==> src/rtl/mem_loader.sv <==
// rtl/mem_loader.sv - table-driven memory initialiser with optional readback verify
//
// Purpose:
//   On a start pulse, walks a compile-time table of {addr, data} entries in
//   index order and issues one write per entry to a simple req/ack memory
//   port. When MEM_LOADER_VERIFY_EN is defined, it then reads every entry
//   back. It flags the first index whose read data differs from the table.
//
// Build option:
//   MEM_LOADER_VERIFY_EN - adds the READ state and the compare/err logic.
//                          Without it, mem_re/err/err_idx are tied to 0 and
//                          mem_rd is ignored.
//
// Parameters:
//   DEPTH    - number of init table entries (>= 1)
//   ADDR_W   - memory address width
//   DATA_W   - memory data width
//   INIT_TBL - [DEPTH-1:0] entries of {addr[ADDR_W-1:0], data[DATA_W-1:0]}
//
// Ports:
//   clk      in   rising-edge clock
//   resetn   in   asynchronous active-low reset
//   start    in   one-cycle request to begin a sequence (IDLE/DONE only)
//   busy     out  sequence in progress (WRITE or READ)
//   done     out  sequence complete, held until next accepted start
//   err      out  sticky readback-mismatch flag
//   err_idx  out  index of first mismatching entry
//   mem_addr out  request address
//   mem_wd   out  write data
//   mem_we   out  write request
//   mem_re   out  read request
//   mem_rd   in   read data, valid with mem_ack during a read
//   mem_ack  in   completes the pending request when sampled high

module mem_loader #(
    parameter int DEPTH  = 8,
    parameter int ADDR_W = 16,
    parameter int DATA_W = 32,
    parameter logic [DEPTH-1:0][ADDR_W+DATA_W-1:0] INIT_TBL = '0,
    localparam int IDX_W = (DEPTH > 1) ? $clog2(DEPTH) : 1
) (
    input  logic              clk,
    input  logic              resetn,
    input  logic              start,
    output logic              busy,
    output logic              done,
    output logic              err,
    output logic [IDX_W-1:0]  err_idx,
    output logic [ADDR_W-1:0] mem_addr,
    output logic [DATA_W-1:0] mem_wd,
    output logic              mem_we,
    output logic              mem_re,
    input  logic [DATA_W-1:0] mem_rd,
    input  logic              mem_ack
);

    localparam logic [1:0] S_IDLE  = 2'd0;
    localparam logic [1:0] S_WRITE = 2'd1;
    localparam logic [1:0] S_DONE  = 2'd2;
`ifdef MEM_LOADER_VERIFY_EN
    localparam logic [1:0] S_READ  = 2'd3;
`endif

    localparam logic [IDX_W-1:0] LAST_IDX = IDX_W'(DEPTH - 1);

    logic [1:0]               state_q, state_d;
    logic [IDX_W-1:0]         idx_q, idx_d;
    logic [ADDR_W+DATA_W-1:0] entry;
    logic [ADDR_W-1:0]        entry_addr;
    logic [DATA_W-1:0]        entry_data;
    logic                     start_accept;
    logic                     last_entry;

    assign entry      = INIT_TBL[idx_q];
    assign entry_addr = entry[ADDR_W+DATA_W-1:DATA_W];
    assign entry_data = entry[DATA_W-1:0];
    assign last_entry = (idx_q == LAST_IDX);

    // start only has an effect from a resting state; mid-sequence it is dropped
    assign start_accept = start && ((state_q == S_IDLE) || (state_q == S_DONE));

    // ------------------------------------------------------------------
    // Sequencer: idx only advances on an ack that completes a live request,
    // so stray acks in IDLE/DONE never move it.
    // ------------------------------------------------------------------
    always_comb begin
        state_d = state_q;
        idx_d   = idx_q;
        case (state_q)
            S_IDLE, S_DONE: begin
                if (start_accept) begin
                    state_d = S_WRITE;
                    idx_d   = '0;
                end
            end
            S_WRITE: begin
                if (mem_ack) begin
                    if (last_entry) begin
                        idx_d = '0;
`ifdef MEM_LOADER_VERIFY_EN
                        state_d = S_READ;
`else
                        state_d = S_DONE;
`endif
                    end else begin
                        idx_d = idx_q + IDX_W'(1);
                    end
                end
            end
`ifdef MEM_LOADER_VERIFY_EN
            S_READ: begin
                if (mem_ack) begin
                    if (last_entry) begin
                        idx_d   = '0;
                        state_d = S_DONE;
                    end else begin
                        idx_d = idx_q + IDX_W'(1);
                    end
                end
            end
`endif
            default: begin
                state_d = S_IDLE;
                idx_d   = '0;
            end
        endcase
    end

    always_ff @(posedge clk or negedge resetn) begin
        if (!resetn) begin
            state_q <= S_IDLE;
            idx_q   <= '0;
        end else begin
            state_q <= state_d;
            idx_q   <= idx_d;
        end
    end

    // ------------------------------------------------------------------
    // Readback compare
    // ------------------------------------------------------------------
`ifdef MEM_LOADER_VERIFY_EN
    logic             err_q, err_d;
    logic [IDX_W-1:0] err_idx_q, err_idx_d;

    // err is sticky for the whole pass; err_idx latches only the first miss
    always_comb begin
        err_d     = err_q;
        err_idx_d = err_idx_q;
        if (start_accept) begin
            err_d     = 1'b0;
            err_idx_d = '0;
        end else if ((state_q == S_READ) && mem_ack && (mem_rd != entry_data)) begin
            err_d = 1'b1;
            if (!err_q) begin
                err_idx_d = idx_q;
            end
        end
    end

    always_ff @(posedge clk or negedge resetn) begin
        if (!resetn) begin
            err_q     <= 1'b0;
            err_idx_q <= '0;
        end else begin
            err_q     <= err_d;
            err_idx_q <= err_idx_d;
        end
    end

    assign err     = err_q;
    assign err_idx = err_idx_q;
    assign mem_re  = (state_q == S_READ);
`else
    logic unused_rd;

    assign unused_rd = ^mem_rd;
    assign err       = 1'b0;
    assign err_idx   = '0;
    assign mem_re    = 1'b0;
`endif

    // ------------------------------------------------------------------
    // Memory port: decoded straight from state/idx so that an asynchronous
    // reset clears the request lines immediately. The bus is zeroed while
    // no request is pending.
    // ------------------------------------------------------------------
    assign mem_we   = (state_q == S_WRITE);
    assign mem_addr = (mem_we || mem_re) ? entry_addr : '0;
    assign mem_wd   = mem_we ? entry_data : '0;

    assign busy = mem_we || mem_re;
    assign done = (state_q == S_DONE);

endmodule

==> config.mk <==
export PLATFORM = sky130hd
export DESIGN_NAME = mem_loader
export DESIGN_NICKNAME = d
export VERILOG_FILES = /design/src/rtl/mem_loader.sv
export SDC_FILE = /design/constraint.sdc
export NUM_CORES = 1
export LEC_CHECK = 0
export ABC_AREA = 1
export CAP_MARGIN = 40
export CORE_AREA = 2 2 56 58
export DETAILED_ROUTE_END_ITERATION = 12
export DIE_AREA = 0 0 58 60
export GPL_TIMING_DRIVEN = 0
export PLACE_DENSITY = 0.84
export SKIP_CTS_REPAIR_TIMING = 1
export SYNTH_ARGS = -nofsm -noshare
export SYNTH_HDL_FRONTEND = slang
export SYNTH_SLANG_ARGS = --single-unit
==> constraint.sdc <==
create_clock -name clk -period 1.3 [get_ports clk]
set_clock_uncertainty 0.1 [all_clocks]
set_input_delay 0.26 -clock clk [delete_from_list [all_inputs] [get_ports clk]]
set_output_delay 0.26 -clock clk [all_outputs]
set_load 0.03 [all_outputs]
==> flow_summary.ini <==
[global_routing]
antenna_found_initial = 0
grt_use_met1_pct = 4.04
grt.total_usage_pct = 5.52
grt_use_met2_pct = 11.4
busiest_layer = met2
grt_util_met3_pct = 1.30
grt_max_degree = 7
grt.overflow.total = 0
grt_pass1_wl_um = 1420
grt_pass1_vias = 386

[synthesis]
seq_area_frac_synth_pct = 18.1
synthArstFlopShare_pct = 100
syn_area_sq_um = 692
synth_warnings = 0
ys_dominant_reg_cell = dfrtp_1
synthCells = 90
yosysMostFrequentCell = buf_4
synth_largest_area_cell = buf_4
synth_edf_count = 0
ys_top_cells_by_area = buf_4 (59%), dfrtp_1 (18%), nand2_1 (5.4%)
synth.distinct_cells = 13
synth_top_cell_area_share_pct = 58.6
synth_seq_cells = 5
synth_common_cells = buf_4 (54), nand2_1 (10), dfrtp_1 (5), nor2_1 (5)
avgSynthCellArea_sq_um = 7.69

[placement]
gp_congestion = 0.654
io_buffers = 6
dp_hpwl_um = 979

[clock_tree]
clock_sinks = 5
cts_max_level = 1
cts-root-buf = clkbuf_4
clkLatencyLatePin_ns = 0.24
cts_tree = done
numCtsBuffers = 3
clk_path_buf_depth = 2
path_clk_slew_ns = 0.04

[power]
power_density_mw_per_mm2 = 1240
switching_share_pct = 46.4
seq_power_share_pct = 21.1
clkPwrFrac_pct = 13.4
ir_worst_vdd_uv = 701
p_sw_mw = 0.599
pwr-share-comb_pct = 65.4
p_leak_nw = 0.697
internal-power_mw = 0.691
total_power_mw = 1.29

[floorplan]
rows = 20
ios = 92
die-area_sq_mm = 0.00348
die_h_um = 60
core-area_sq_mm = 0.00290
fp.dieW_um = 58
start_util_pct = 23.8

[finish]
utilization_pct = 35.9
area_growth_pct = 50.6
antenna_cells = 0
nets = 194
drive_above_1_share_pct = 43.9

[timing]
worst_slack_ns = -0.128
layout_min_cycle_time_ns = 1.43
whs_ns = 0.140
setup_viol = 3
drv_slew = 0
period_share_pct = 110
rsz0062_at_grt = yes
fin_tns_setup_ns = -0.337
finalHoldViolations = 0
fmax_ghz = 0.701

[worst_setup_path]
startpoint_type = flip-flop
crit_required_ns = 0.94
cp_cell_sequence = inv_2, nor2_4, buf_6, buf_6
crit_arrival_ns = 1.07
endpoint_kind = output pin
critPathMostFrequentCell = buf_6
criticalPathCategory = reg2out
cp_max_fo = 4
critical-path-max-stage-delay_ns = 0.40
cp_slowest_cell = dfrtp_1

[min_path]
hp-class = in2async

[drt]
drc = 0
via_per_inst = 2.91
detail-route-antenna-nets = 0
wl_per_cell_um = 5.66
drtIter0Drc = 9
firstDrtPassIters = 4
routed_wl_um = 1060
vias = 548

[outcome]
status = complete, but fails checks
violations = setup timing

[job]
drv_cap = 0
## final timing paths
kind | startpoint | to | slack, ns | cells past startpoint
setup / recovery | state_q[0]$_DFFE_PN0P_ | mem_we | -0.13 | 4
hold / removal | resetn | idx_q[1]$_DFFE_PN0P_ | 0.14 | 1
setup reg to reg | idx_q[0]$_DFFE_PN0P_ | idx_q[2]$_DFFE_PN0P_ | 0.05 | 4
hold reg to reg | idx_q[1]$_DFFE_PN0P_ | idx_q[1]$_DFFE_PN0P_ | 0.39 | 2
max in group asynchronous | resetn | state_q[1]$_DFFE_PN0P_ | 0.78 | 1
min in group clk | idx_q[1]$_DFFE_PN0P_ | idx_q[1]$_DFFE_PN0P_ | 0.39 | 2
## metrics by stage
| stage | instance area [sq um] | std cells | setup WS (ns) |
|---|---|---|---|
| detailed placement | 988 | 181 | -0.480 |
| finish | 1040 | 188 | -0.128 |
| global route | 1040 | 188 | -0.191 |
| global placement | 988 | 181 | -0.456 |
| floorplan | 887 | 142 | 0.0395 |
| CTS | 1010 | 185 | -0.740 |
## power by group through the flow
stage                     sequential [mW]  combinational, mW  clock [mW]
after floorplan                     0.261              0.626           0
after global placement              0.267              0.736           0
after detailed placement            0.274              0.751           0
after CTS                           0.272              0.751       0.180
after global routing                0.279              0.907       0.201
final                               0.273              0.844       0.173
## critical path: cells and delay by family, from the launching register on
family / cells / cell delay, ns
buffers and inverters: 3 / 0.29
DFF: 1 / 0.40
and+or+nand+nor: 1 / 0.14
## layer usage
| metal | vias up | wire [um] |
|---|---|---|
| met5 | - | 0 |
| met4 | 0 | 0 |
| met3 | 0 | 177 |
| met2 | 37 | 585 |
| met1 | 213 | 301 |
| li1 | 298 | - |
## cell families after synthesis
group / synth area share, %
flip-flops: 18.1
AND/OR/NAND/NOR: 15.7
AO/OA/AOI/OAI: 0.723
adder cells (fa/ha/maj): 3.62
other: 0.542
buffers and inverters: 61.3
## state kept, by name, summed over array words and instances (netlist names)
name     cells
idx_q        3
state_q      2
## layout by cell type (no fill, tap or decap), drive strengths merged
master / synthesis / routed
nand3: 1 / 1
buf: 54 / 59
nand2: 11 / 11
dfrtp: 5 / 5
nor2: 6 / 6
conb: 1 / 53
nand4: 4 / 4
o21ai: 1 / 1
clkdlybuf4s50: 0 / 3
inv: 5 / 5
clkbuf: 0 / 5
ha: 2 / 2
## cell type report
cell class,count,area (sq um)
fillers,321,1860
plain buffers,54,409
multi-input cells,78,343
flip-flops and latches,5,125
repair buffers,9,78.8
well taps,33,41.3
clock buffers,4,26.3
inverters,5,18.8
(Power assumes the default switching activity.)
